--- src/rtl/multiplicador_mantiza_secuencial.sv ---
// Purpose : iterative (shift-add) mantissa multiplier with normalise + round for the FP multiplier.
// Latency : NB_MANT+2 cycles from acceptance to o_valid; initiation interval NB_MANT+4 cycles.
// Backpr. : o_ready only in IDLE; result held on o_valid until i_ready, i_ready ignored otherwise.
//
// Ports:
//   i_clk, i_rst                     clock, asynchronous active-high reset
//   i_valid / o_ready                operand handshake (i_mantiza_1, i_mantiza_2 = stored fractions)
//   o_valid / i_ready                result handshake
//   o_mantiza                        normalised, rounded product fraction (hidden 1 dropped)
//   o_aviso_exponente                exponent must be incremented by one
//   o_inexacto                       nonzero bits were discarded by normalisation
module multiplicador_mantiza_secuencial #(
    parameter int NB_MANT = 8,
    parameter int ROUND   = 0
) (
    input  logic               i_clk,
    input  logic               i_rst,
    input  logic               i_valid,
    output logic               o_ready,
    input  logic [NB_MANT-1:0] i_mantiza_1,
    input  logic [NB_MANT-1:0] i_mantiza_2,
    output logic               o_valid,
    input  logic               i_ready,
    output logic [NB_MANT-1:0] o_mantiza,
    output logic               o_aviso_exponente,
    output logic               o_inexacto
);

    localparam int NB_OP  = NB_MANT + 1;
    localparam int NB_ACC = 2 * NB_MANT + 2;
    localparam int NB_CNT = $clog2(NB_MANT + 1);

    typedef enum logic [1:0] {IDLE, MULT, NORM, DONE} state_t;

    state_t state, state_next;

    logic [NB_OP-1:0]  multiplicando;
    logic [NB_OP-1:0]  multiplicador;
    logic [NB_ACC-1:0] acc;
    logic [NB_CNT-1:0] cnt;

    logic              accept;
    logic              last_iter;
    logic [NB_OP:0]    suma;
    logic [NB_ACC-1:0] acc_next;

    logic [NB_MANT-1:0] cand;
    logic               guard;
    logic               sticky;
    logic               shift;
    logic               round_up;
    logic [NB_MANT:0]   rounded;

    assign accept    = i_valid && o_ready;
    assign last_iter = (cnt == NB_CNT'(NB_MANT));

    // Partial product enters the upper half; the carry bit of the add becomes
    // the new MSB after the right shift, so nothing is lost.
    assign suma     = {1'b0, acc[NB_ACC-1 -: NB_OP]}
                    + ({(NB_OP+1){multiplicador[0]}} & {1'b0, multiplicando});
    assign acc_next = {suma, acc[NB_MANT:1]};

    // Normalisation: product lies in [1,4), so at most one position of shift.
    always_comb begin
        shift = acc[NB_ACC-1];
        if (shift) begin
            cand   = acc[2*NB_MANT -: NB_MANT];
            guard  = acc[NB_MANT];
            sticky = |acc[NB_MANT-1:0];
        end else begin
            cand   = acc[2*NB_MANT-1 -: NB_MANT];
            guard  = acc[NB_MANT-1];
            sticky = |acc[NB_MANT-2:0];
        end
        round_up = (ROUND == 1) && guard && (sticky || cand[0]);
        rounded  = {1'b0, cand} + {{NB_MANT{1'b0}}, round_up};
    end

    // State register
    always_ff @(posedge i_clk or posedge i_rst) begin
        if (i_rst) begin
            state <= IDLE;
        end else begin
            state <= state_next;
        end
    end

    // Next-state logic
    always_comb begin
        state_next = state;
        case (state)
            IDLE:    if (accept)    state_next = MULT;
            MULT:    if (last_iter) state_next = NORM;
            NORM:                   state_next = DONE;
            DONE:    if (i_ready)   state_next = IDLE;
            default:                state_next = IDLE;
        endcase
    end

    // Handshake outputs
    always_comb begin
        o_ready = (state == IDLE);
        o_valid = (state == DONE);
    end

    // Datapath and registered results
    always_ff @(posedge i_clk or posedge i_rst) begin
        if (i_rst) begin
            multiplicando     <= '0;
            multiplicador     <= '0;
            acc               <= '0;
            cnt               <= '0;
            o_mantiza         <= '0;
            o_aviso_exponente <= 1'b0;
            o_inexacto        <= 1'b0;
        end else begin
            case (state)
                IDLE: begin
                    if (accept) begin
                        multiplicando <= {1'b1, i_mantiza_1};
                        multiplicador <= {1'b1, i_mantiza_2};
                        acc           <= '0;
                        cnt           <= '0;
                    end
                end
                MULT: begin
                    acc           <= acc_next;
                    multiplicador <= multiplicador >> 1;
                    cnt           <= cnt + 1'b1;
                end
                NORM: begin
                    // A rounding carry out means 1.111..1 rounded to 10.000..0.
                    o_mantiza         <= rounded[NB_MANT] ? '0 : rounded[NB_MANT-1:0];
                    o_aviso_exponente <= shift | rounded[NB_MANT];
                    o_inexacto        <= guard | sticky;
                end
                default: begin
                end
            endcase
        end
    end

endmodule

--- config.mk ---
export PLATFORM = sky130hd
export DESIGN_NAME = multiplicador_mantiza_secuencial
export DESIGN_NICKNAME = d
export VERILOG_FILES = /design/src/rtl/multiplicador_mantiza_secuencial.sv
export SDC_FILE = /design/constraint.sdc
export NUM_CORES = 1
export LEC_CHECK = 0
export CORE_AREA = 2 2 77 79
export CTS_CLUSTER_DIAMETER = 60
export CTS_CLUSTER_SIZE = 16
export DETAILED_ROUTE_END_ITERATION = 6
export DIE_AREA = 0 0 79 81
export GPL_TIMING_DRIVEN = 0
export PLACE_DENSITY = 0.8
export RECOVER_POWER = 25
export REMOVE_ABC_BUFFERS = 1
export SLEW_MARGIN = 20
export SYNTH_ARGS = -nofsm -noshare
export SYNTH_HDL_FRONTEND = slang
export SYNTH_SLANG_ARGS = --single-unit
--- constraint.sdc ---
create_clock -name i_clk -period 2.12 [get_ports i_clk]
set_clock_uncertainty 0.2 [all_clocks]
set_input_delay 0.53 -clock i_clk [delete_from_list [all_inputs] [get_ports i_clk]]
set_output_delay 0.53 -clock i_clk [all_outputs]
set_load 0.02 [all_outputs]
==> results.sh <==
export IMPL_start_util_pct=47.4
export IMPL_synth_area_leader_cell="dfrtp_1"
export IMPL_final_util_pct=60.2
export IMPL_synth_most_common_cell="dfrtp_1"
export IMPL_ctsLongestPathBuffers=2
export IMPL_fin_crit_sh_pct=101
export IMPL_h_tree_depth=2
export IMPL_cp_cell_sequence="and2_4, ha_4, inv_2, fa_2, nor2b_4, o31ai_4, a2111o_1, nand3_1"
export IMPL_grt_overflow_total=0
export IMPL_clock_latency_ns=0.31
export IMPL_firstDrtPassIters=4
export IMPL_relSlewSlack_pct=31.9
export IMPL_num_rows=28
export IMPL_syn2layout_area_growth_pct=27.0
export IMPL_num_vias=2099
export IMPL_drtAntennaViolNets=0
export IMPL_crit_family="adder cells"
export IMPL_num_antenna_cells=0
export IMPL_worstMarginPinSlew_ns=1.02
export IMPL_finalWorstSetupSlack_ns=-0.0307
export IMPL_gp_congestion=0.880
export IMPL_p_leak_nw=1.41
export IMPL_reg2reg_from="multiplicador[0]"
export IMPL_netlist_top_cells_count="52 x dfrtp_1, 23 x nand2_1, 21 x o21ai_0"
export IMPL_startpoint_type="flip-flop"
export IMPL_syn_inst=257
export IMPL_routed_wl_mm=5.53
export IMPL_muxShareOfSynthArea_pct=10.8
export IMPL_yosys_area_share_simple_pct=12.3
export IMPL_grt_use_total_pct=18.2
export IMPL_nets=331
export IMPL_crit_fanout=5
export IMPL_grt_max_degree=28
export IMPL_antenna_found_initial=0
export IMPL_cts_buffers=5
export IMPL_multiInputGateArea_um2=1450
export IMPL_finalPower_mw=5.05
export IMPL_cts_tree="yes"
export IMPL_grt_pass1_vias=1943
export IMPL_synth_seq_cells=52
export IMPL_hold_path_class="reg2reg"
export IMPL_grt_pass1_wl_mm=9.19
export IMPL_yosysWarnings=0
export IMPL_period_minus_slack_ns=2.15
export IMPL_hold_end="multiplicando[8]"
export IMPL_clk_pin_slew_worst_paths_ns=0.10
export IMPL_drt_drc_violations_left=0
export IMPL_hold_viol=0
export IMPL_path_buf_inv=1
export IMPL_synth_top_cell_area_share_pct=48.4
export IMPL_die_h_um=81
export IMPL_setup_viol=2
export IMPL_whs_path_depth=1
export IMPL_via_per_inst=5.66
export IMPL_drive_gt1_share_pct=16.6
export IMPL_netlist_top_cells_area="dfrtp_1 48%, mux2i_1 7.1%, ha_1 7.0%"
export IMPL_post_place_ws_ns=-0.583
export IMPL_avgSynthCellArea_um2=10.5
export IMPL_synthArstFlopShare_pct=100
export IMPL_rrSetupSlack_ns=-0.03
export IMPL_r2r_worst_path_cells=8
export IMPL_drt_iter0_markers=137
export IMPL_clkSinkCount=52
export IMPL_max_clock_freq_mhz=465
export IMPL_die_w_um=79
export IMPL_crit_path_max_incr_delay_ns=0.41
export IMPL_crit_required_ns=2.17
export IMPL_ff_latch_area_um2=1300
export IMPL_fp_coreArea_um2=5680
export IMPL_powerDensity_nw_per_um2=1480
export IMPL_synth_compound_area_share_pct=16.4
export IMPL_maxCapViolCount=0
export IMPL_synth_main_ff_cell="dfrtp_1"
export IMPL_r2r_end="acc[14]"
export IMPL_vdd_drop_max_uv=641
export IMPL_synth_cell_types=40
export IMPL_grt_setup_unrepaired="true"
export IMPL_yosys_area_share_xor_xnor_pct=0.652
export IMPL_syn_area_um2=2690
export IMPL_wl_per_cell_um=14.9
export IMPL_crit_slowest_cell="dfrtp_2"
export IMPL_criticalPathCategory="reg2reg"
export IMPL_endpoint_kind="flip-flop"
export IMPL_synth_seq_area_share_pct=48.4
export IMPL_io_buffers=31
export IMPL_arrival_ns=2.20
export IMPL_min_from="multiplicando[8]"
export IMPL_status="complete, but fails checks"
export IMPL_holdBufCountCts=0
export IMPL_place_detailed_hpwl_mm=3.58
export IMPL_io_pins=32
export IMPL_violations="negative setup slack"
export IMPL_synth_top_family_by_area="compound AO/OA/AOI/OAI gates"
export IMPL_synth_edf_count=0
export IMPL_synthAdderAreaFrac_pct=7.73
export IMPL_cts_root_buf="clkbuf_8"
export IMPL_maxSlewViolCount=0
export IMPL_die_area_um2=6400
export IMPL_fillers=491
## cell families after synthesis
logic type,after synthesis
adders and majority gates,16
xor gates and xnor gates,2
DFF,52
buffers and inverters,24
AOI/OAI and AO/OA,66
and+or+nand+nor,69
muxes,28
## registers in the layout, indices dropped and copies added (netlist names)
register	flops
o_aviso_exponente	1
acc	18
o_inexacto	1
multiplicando	9
state	2
o_mantiza	8
multiplicador	9
cnt	4
## cell type report
type | instances | share of cell area [%]
repair buffers | 40 | 11.8
inverters | 15 | 1.65
well taps | 75 | 2.75
clock buffers | 5 | 2.02
clock inverters | 3 | 1.25
flip-flops and latches | 52 | 38.1
multi-input cells | 181 | 42.4
## report_power, final
group	switching, mW	internal [mW]
combinational	1.39	1.28
clock	0.324	0.349
sequential	0.307	1.40
total	2.02	3.03
## worst max path at each step
stage                startpoint      end  slack [ns]  cells after the start
2_1_floorplan          state[0]  acc[16]       -1.03                      5
3_3_place_gp            i_valid  acc[16]       -1.93                      4
3_5_place_dp           state[1]  acc[17]       -0.58                      6
4_1_cts        multiplicador[0]  acc[14]       -0.07                      8
5_1_grt        multiplicador[0]  acc[16]       -0.09                      8
6_report       multiplicador[0]  acc[14]       -0.03                      8
## per-stage QoR
step / cells / cell area (µm²) / setup TNS (ns) / hold slack [ns]
final: 371 / 3410 / -0.0607 / 0.276
after global routing: 371 / 3410 / -0.223 / 0.324
after CTS: 366 / 3300 / -0.162 / 0.282
after detailed placement: 356 / 3110 / -7.25 / 0.260
after global placement: 354 / 3050 / -93.27 / 0.241
after floorplan: 248 / 2650 / -25.40 / 0.225
## per-layer routing
layer  wire length [µm]  up-vias  global-route usage, %
met5                  0        -                      0
met4                107        0                   6.55
met3                296       12                   4.56
met2               2630       59                   28.5
met1               2500     1024                   24.6
li1                   -     1004                      -
## repair_timing
item | 4_1_cts | 5_1_grt
endpoints found under the setup margin | 25 | 6
setup buffers | 2 | 5
pin swaps | 0 | 10
resized for setup | 20 | 17
## cells in the final DEF, fill, tap and decap left out, types with 3 or more instances in the layout
master	Yosys	routed
a21oi_1	13	13
a22o_1	10	10
and2_1	8	6
buf_4	0	7
clkbuf_8	0	5
clkdlybuf4s50_1	0	28
dfrtp_1	52	51
ha_1	15	8
ha_4	0	7
inv_1	15	12
inv_2	0	3
mux2_2	9	9
mux2i_1	19	18
nand2_1	23	23
nand3_1	8	8
nor2_1	14	14
nor3_1	3	3
o21ai_0	21	20
Note: power is estimated with default switching activity, not from simulation.
==> variant 1, RTL diff (same flow settings) <==
Set the parameter `ROUND` to 1 (it was 0).
--- a/src/rtl/multiplicador_mantiza_secuencial.sv
+++ b/src/rtl/multiplicador_mantiza_secuencial.sv
@@ -11,7 +11,7 @@
 //   o_inexacto                       nonzero bits were discarded by normalisation
 module multiplicador_mantiza_secuencial #(
     parameter int NB_MANT = 8,
-    parameter int ROUND   = 0
+    parameter int ROUND   = 1
 ) (
     input  logic               i_clk,
     input  logic               i_rst,
Check against the original RTL: no difference found for any inputs over 10 cycles, from zero or initial values and one cycle with i_rst high; that may be too few to reach the edited logic, so the function may still have changed.
==> variant 1 against the unedited design <==
The run still ends with negative setup slack left. Combinational power is 7% lower. Area after synthesis is 4.3% higher. Wire length is 1.8% higher. Design area is 6.5% higher. Sequential cell count stayed put. Global-route usage is 1.1 points higher. Total power is 5.4% lower. Worst setup slack worse by 0.25 ns. Die area stayed put. Sequential share of layout area is 2.3 points lower. Critical path depth is 1 higher.
==> variant 1: results (changes against the unedited design) <==
----------------------------------------------------
[Timing]
  Final setup violation count ... 10 (was 2)
  Relative max-transition margin ... 45.2% (was 31.9%)
  Slew Viols, Final ... 0 (unchanged)
  Post-route setup slack ... -0.283 ns (was -0.0307 ns)

[Finish]
  Share of layout cells above drive strength 1 ... 22.9% (was 16.6%)
  Count of antenna diodes in the layout ... 0 (unchanged)
  Largest registers ranked by flip-flop count ... acc (18), multiplicador (9), multiplicando (9) (unchanged)
  Layout net count ... 355 (was 331)

[Place]
  Port buffer count ... 31 (unchanged)
  Last weighted congestion value of the routability-driven placer ... 0.795 (was 0.880)
  Final HPWL from detailed placement ... 3.70 mm (was 3.58 mm)

[Logic synthesis]
  Proportion of synthesized chip area in sequential cells ... 46.4% (was 48.4%)
  Count of flip-flops with a built-in enable after synthesis ... 0 (unchanged)
  Most used standard cells in the synthesized netlist ... 52 x dfrtp_1, 33 x nand2_1, 24 x o21ai_0, 16 x ha_1, 14 x inv_1 (was 52 x dfrtp_1, 23 x nand2_1, 21 x o21ai_0, 19 x mux2i_1)
  Dominant cells by area after synthesis ... dfrtp_1 46%, ha_1 7.1%, mux2_2 5.2% (was dfrtp_1 48%, mux2i_1 7.1%, ha_1 7.0%)
  Yosys warning total ... 0 (unchanged)
  Synth cell types ... 44 (was 40)

[Worst setup path]
  Category of cells accounting for the largest share of critical-path delay ... compound AO/OA/AOI/OAI gates (was adder cells)
  Maximum net fanout on the critical path ... 4 (was 5)
  Worst Path Arrival ... 2.40 ns (was 2.20 ns)
  Depth of the most critical reg-to-reg path ... 9 (was 8)
  Source of the worst register-to-register timing path ... multiplicador[0] (unchanged)
  Maximum cell stage delay along the critical path ... 0.43 ns (was 0.41 ns)

[Global routing]
  Global routing usage on met2 ... 32.0% (was 28.5%)
  Met3 track demand over resource ... 2.67% (was 4.56%)
  Wire length of the first global-routing pass ... 9.67 mm (was 9.19 mm)
  Maximum number of pins on one net before global-route repair ... 32 (was 28)
  GRT Resource Usage Total ... 19.2% (was 18.2%)
  Met1 track demand over resource in global routing ... 24.9% (was 24.6%)
  Vias in the first global route ... 2,138 (was 1,943)
  Antenna violations before repair ... 0 (unchanged)

[CTS]
  Cell at the root of the clock tree ... clkbuf_8 (unchanged)
  Clock-pin transition on the worst setup and hold timing paths ... 0.09 ns

[Routing]
  Avg Vias per Cell ... 5.51 (was 5.66)
  Total length of routed wires ... 5.63 mm (was 5.53 mm)
  Violation count after the first detailed-route iteration ... 208 (was 137)

[Outcome]
  Run status ... complete, but fails checks (unchanged)
  Violations in the final reports ... negative setup slack (unchanged)

[Power and ir drop]
  Leakage power total ... 1.53 nW (was 1.41 nW)
  Worst VDD drop ... 0.000644 V (was 0.000641 V)

[Hold path]
  Hold Startpoint ... multiplicando[8] (unchanged)

----------------------------------------------------
==> variant 1: changes by cell type in the layout (fill, tap and decap cells not counted), moves of 4 or more <==
cell       before  now
mux2i_1        18    9
nand2_1        23   31
nor2_1         14    7
buf_4           7   13
o2bb2ai_2       0    5
mux2_2          9   13
o21ai_1         1    5
xor2_1          1    5
==> variant 1: area by class of cell <==
class / count / area (sq um)
fillers: 462 / 2040
well taps: 75 / 93.8
inverters: 14 / 52.6
repair buffers: 47 / 463
multi-input cells: 198 / 1630
flip-flops and latches: 52 / 1300
clock buffers: 8 / 90.1
==> variant 1: cell families after synthesis <==
kind of cell / after synthesis / share of synthesized area (%)
DFF: 52 / 46.4
AOI/OAI and AO/OA: 79 / 19.3
buffers and inverters: 24 / 3.30
muxes: 24 / 9.15
adders and majority gates: 17 / 7.85
and+or+nand+nor: 72 / 12.1
xor gates and xnor gates: 6 / 1.87
==> variant 1: worst max path at each step <==
stage / slack (ns) / to / depth (start not counted)
floorplan: -1.09 / cnt[2] / 6
global placement: -1.75 / cnt[2] / 5
detailed placement: -0.70 / o_aviso_exponente / 9
CTS: -0.30 / acc[14] / 9
global route: -0.35 / acc[14] / 9
finish: -0.28 / acc[14] / 9
==> variant 1: metal layers <==
metal | wire (um) | vias to the layer above
met4 | 88 | 0
met5 | 0 | -
met1 | 2520 | 1046
met3 | 157 | 8
met2 | 2860 | 42
li1 | - | 1073
==> variant 1: worst register-to-register path, stage by stage (launching register included) <==
cell	delay, ns
dfrtp_2	0.43
and2_4	0.15
ha_4	0.16
inv_2	0.05
fa_2	0.20
nor2b_2	0.06
o31a_1	0.28
o21a_1	0.20
or3_1	0.30
a32o_1	0.25
==> variant 1: through the flow <==
stage	worst slack [ns]	area (sq um)	setup TNS [ns]	instances	hold slack (ns)
6_report	-0.283	3640	-0.907	394	0.267
5_1_grt	-0.350	3640	-4.55	394	0.292
4_1_cts	-0.305	3530	-0.564	390	0.273
3_5_place_dp	-0.704	3230	-8.42	372	0.252
3_3_place_gp	-1.75	3170	-91.83	370	0.240
2_1_floorplan	-1.09	2760	-27.75	264	0.225
==> variant 1: timing repair <==
action,in CTS,in global routing
gates cloned,0,0
hold buffers,0,0
resized for setup,32,22
pin swaps,11,18
buffers inserted,10,4
endpoints found under the setup margin,42,17
==> variant 1: report_power, final <==
group | leakage [nW] | internal, mW | switching (mW)
clock network | 0.0455 | 0.267 | 0.306
logic | 0.823 | 1.24 | 1.25
registers | 0.664 | 1.38 | 0.331
total | 1.53 | 2.89 | 1.89
==> variant 2, RTL diff (same settings) <==
Made on the original files. Re-encode `state_t` (4 states) as one-hot, 4 bits wide.
--- a/src/rtl/multiplicador_mantiza_secuencial.sv
+++ b/src/rtl/multiplicador_mantiza_secuencial.sv
@@ -30,7 +30,7 @@
     localparam int NB_ACC = 2 * NB_MANT + 2;
     localparam int NB_CNT = $clog2(NB_MANT + 1);
 
-    typedef enum logic [1:0] {IDLE, MULT, NORM, DONE} state_t;
+    typedef enum logic [3:0] {IDLE = 4'b0001, MULT = 4'b0010, NORM = 4'b0100, DONE = 4'b1000} state_t;
 
     state_t state, state_next;
 
Formal check against the unedited RTL: same outputs for any inputs over 10 cycles, from zero or initial values and one cycle with i_rst high; not proved beyond that.
==> variant 2 against the unedited design <==
The flow still finishes with violations (negative setup slack). Combinational power down 37%. Design area down 5.2%. Total power down 24%. Fmax down 5.4%. Worst setup slack worse by 0.12 ns. Wire length down 4.5%. Sequential cell count up 2. Area after synthesis down 1.1%. Largest cell class is now sequential cells. Largest power group unchanged.
==> variant 2: results (changes against the unedited design) <==
----------------------------------------------------
[Hold path]
  Type of the worst min-delay path ... reg -> reg (unchanged)

[CTS]
  Cell at the root of the clock tree ... clkbuf_8 (unchanged)
  Num CTS Buffers ... 5 (unchanged)
  Total number of H-tree levels ... 2 (unchanged)
  Insertion delay to the later sink of the worst-skew pair ... 0.31 ns (about the same)
  Maximum buffer depth of the clock tree ... 2 (unchanged)
  Clock-pin transition on the worst setup and hold timing paths ... 0.09 ns

[Power and ir drop]
  Leakage power total ... 1.43 nW (was 1.41 nW)
  Worst VDD drop ... 0.000468 V (was 0.000641 V)

[Global routing]
  GRT Resource Usage Total ... 17.0% (was 18.2%)
  Wire length of the first global-routing pass ... 8.40 mm (was 9.19 mm)
  Antenna violations before repair ... 0 (unchanged)
  Maximum number of pins on one net before global-route repair ... 37 (was 28)
  Vias in the first global route ... 1,816 (was 1,943)

[Outcome]
  Run status ... complete, but fails checks (unchanged)
  Violations in the final reports ... negative setup slack (unchanged)

[Routing]
  Avg Vias per Cell ... 5.47 (was 5.66)
  Initial DRT Pass Iterations ... 4 (unchanged)
  Routed len/inst ... 14.9 um (about the same)
  Violation count after the first detailed-route iteration ... 100 (was 137)

[Logic synthesis]
  Synth async-reset ratio ... 100% (unchanged)
  Proportion of synthesized chip area in sequential cells ... 50.9% (was 48.4%)
  Count of flip-flops with a built-in enable after synthesis ... 0 (unchanged)
  Dominant cells by area after synthesis ... dfrtp_1 50%, mux2i_1 6.0%, ha_1 5.2% (was dfrtp_1 48%, mux2i_1 7.1%, ha_1 7.0%)
  Yosys warning total ... 0 (unchanged)
  Most used standard cells in the synthesized netlist ... 53 x dfrtp_1, 24 x nand2_1, 22 x o21ai_0, 16 x mux2i_1, 16 x nor2_1 (was 52 x dfrtp_1, 23 x nand2_1, 21 x o21ai_0, 19 x mux2i_1)
  Commonest register cell after synthesis ... dfrtp_1 (unchanged)
  Synth cell types ... 42 (was 40)

[Place]
  Final HPWL from detailed placement ... 3.43 mm (was 3.58 mm)
  Last weighted congestion value of the routability-driven placer ... 0.905 (was 0.880)
  Post-detailed-placement cell area ... 3040 sq um (was 3110 sq um)
  Pre-CTS worst setup slack ... -0.452 ns (was -0.583 ns)
  Port buffer count ... 31 (unchanged)

[Timing]
  Slew @ Worst Pin ... 0.715 ns (was 1.02 ns)
  Post-route setup slack ... -0.153 ns (was -0.0307 ns)
  Final setup violation count ... 3 (was 2)

[Finish]
  Count of antenna diodes in the layout ... 0 (unchanged)
  Largest registers ranked by flip-flop count ... acc (18), multiplicador (9), multiplicando (9) (unchanged)
  Layout net count ... 312 (was 331)
  Share of layout cells above drive strength 1 ... 16.1% (was 16.6%)
  Number of fill cells ... 515 (was 491)

[Worst setup path]
  Library cell contributing the largest single delay on the critical path ... dfrtp_2 (unchanged)
  Maximum net fanout on the critical path ... 4 (was 5)
  Maximum cell stage delay along the critical path ... 0.43 ns (was 0.41 ns)
  Worst Path Arrival ... 2.27 ns (was 2.20 ns)

----------------------------------------------------
## variant 2: cell types whose count changed in the layout (fill, tap and decap cells not counted), sizes merged, moves of 2 or more
| cell | change |
|---|---|
| o2111ai | -2 |
| o21ai | +3 |
| nor4b | +2 |
| nand3 | -4 |
| xor2 | +2 |
| mux2i | -3 |
| a211oi | -2 |
| a2111o | -2 |
| nand2 | +2 |
| or3 | +2 |
| ha | -4 |
| inv | -6 |
| clkbuf | +2 |
## variant 2: layout make-up
class / count / area (sq um) / share of cell area, %
Timing Repair Buffer: 39 / 377 / 11.6
Tap cell: 75 / 93.8 / 2.90
Inverter: 9 / 33.8 / 1.04
Clock buffer: 7 / 76.3 / 2.36
Sequential cell: 54 / 1350 / 41.8
Multi-Input combinational cell: 171 / 1300 / 40.3
## variant 2: critical path, delay by kind of cell, from the launching register on
kind                       cells  cell delay [ns]
and+or+nand+nor                3             0.54
adders and majority gates      2             0.38
buffers and inverters          1             0.05
DFF                            1             0.43
AOI/OAI and AO/OA              3             0.57
## variant 2: logic make-up (layout without fill, tap and decap cells)
group           Yosys count  in the layout  synth area share, %
fa+ha+maj                12             12                 5.93
buf+inv                  20             55                 3.58
flops                    54             54                 50.9
simple gates             70             70                 13.9
mux                      25             25                 9.84
compound gates           59             60                 14.6
xor+xnor                  4              4                 1.32
## variant 2: power breakdown
group	internal, mW	total [mW]	leakage (nW)	switching, mW
sequential	1.35	1.60	0.700	0.247
combinational	0.818	1.68	0.695	0.861
clock	0.229	0.551	0.0383	0.323
## variant 2: metrics by stage
stage	hold WS, ns	total power [mW]	utilization, %	cells	TNS, ns
2_1_floorplan	0.225	2.60	-	233	-6.58
3_3_place_gp	0.241	2.95	52.9	339	-77.97
3_5_place_dp	0.244	3.04	53.6	342	-9.14
4_1_cts	0.269	3.70	56.5	353	-0.333
5_1_grt	0.301	4.09	57.1	355	-0.889
6_report	0.264	3.83	57.1	355	-0.306
## variant 2: what timing repair did
action | 4_1_cts | 5_1_grt
resized for setup | 25 | 6
endpoints found under the setup margin | 34 | 8
gates cloned | 0 | 1
setup buffers | 4 | 1
pin swaps | 6 | 9
hold buffers | 0 | 0
## variant 2: layer usage
layer	part of all wire, %	track usage, %	wire length (um)	up-vias
li1	-	-	-	944
met1	45	22.3	2380	949
met2	49	28.1	2610	44
met3	4.0	3.11	210	4
met4	1.5	6.38	78	0
met5	0	0	0	-
## variant 2: worst paths after layout
check	from	cells past startpoint	to	slack [ns]
max	multiplicador[0]	9	acc[16]	-0.15
min	multiplicando[8]	1	multiplicando[8]	0.26
max reg2reg	multiplicador[0]	9	acc[16]	-0.15
min reg2reg	multiplicando[8]	1	multiplicando[8]	0.26
max in group asynchronous	i_rst	3	state[0]	0.22
min in group asynchronous	i_rst	2	multiplicador[7]	0.57
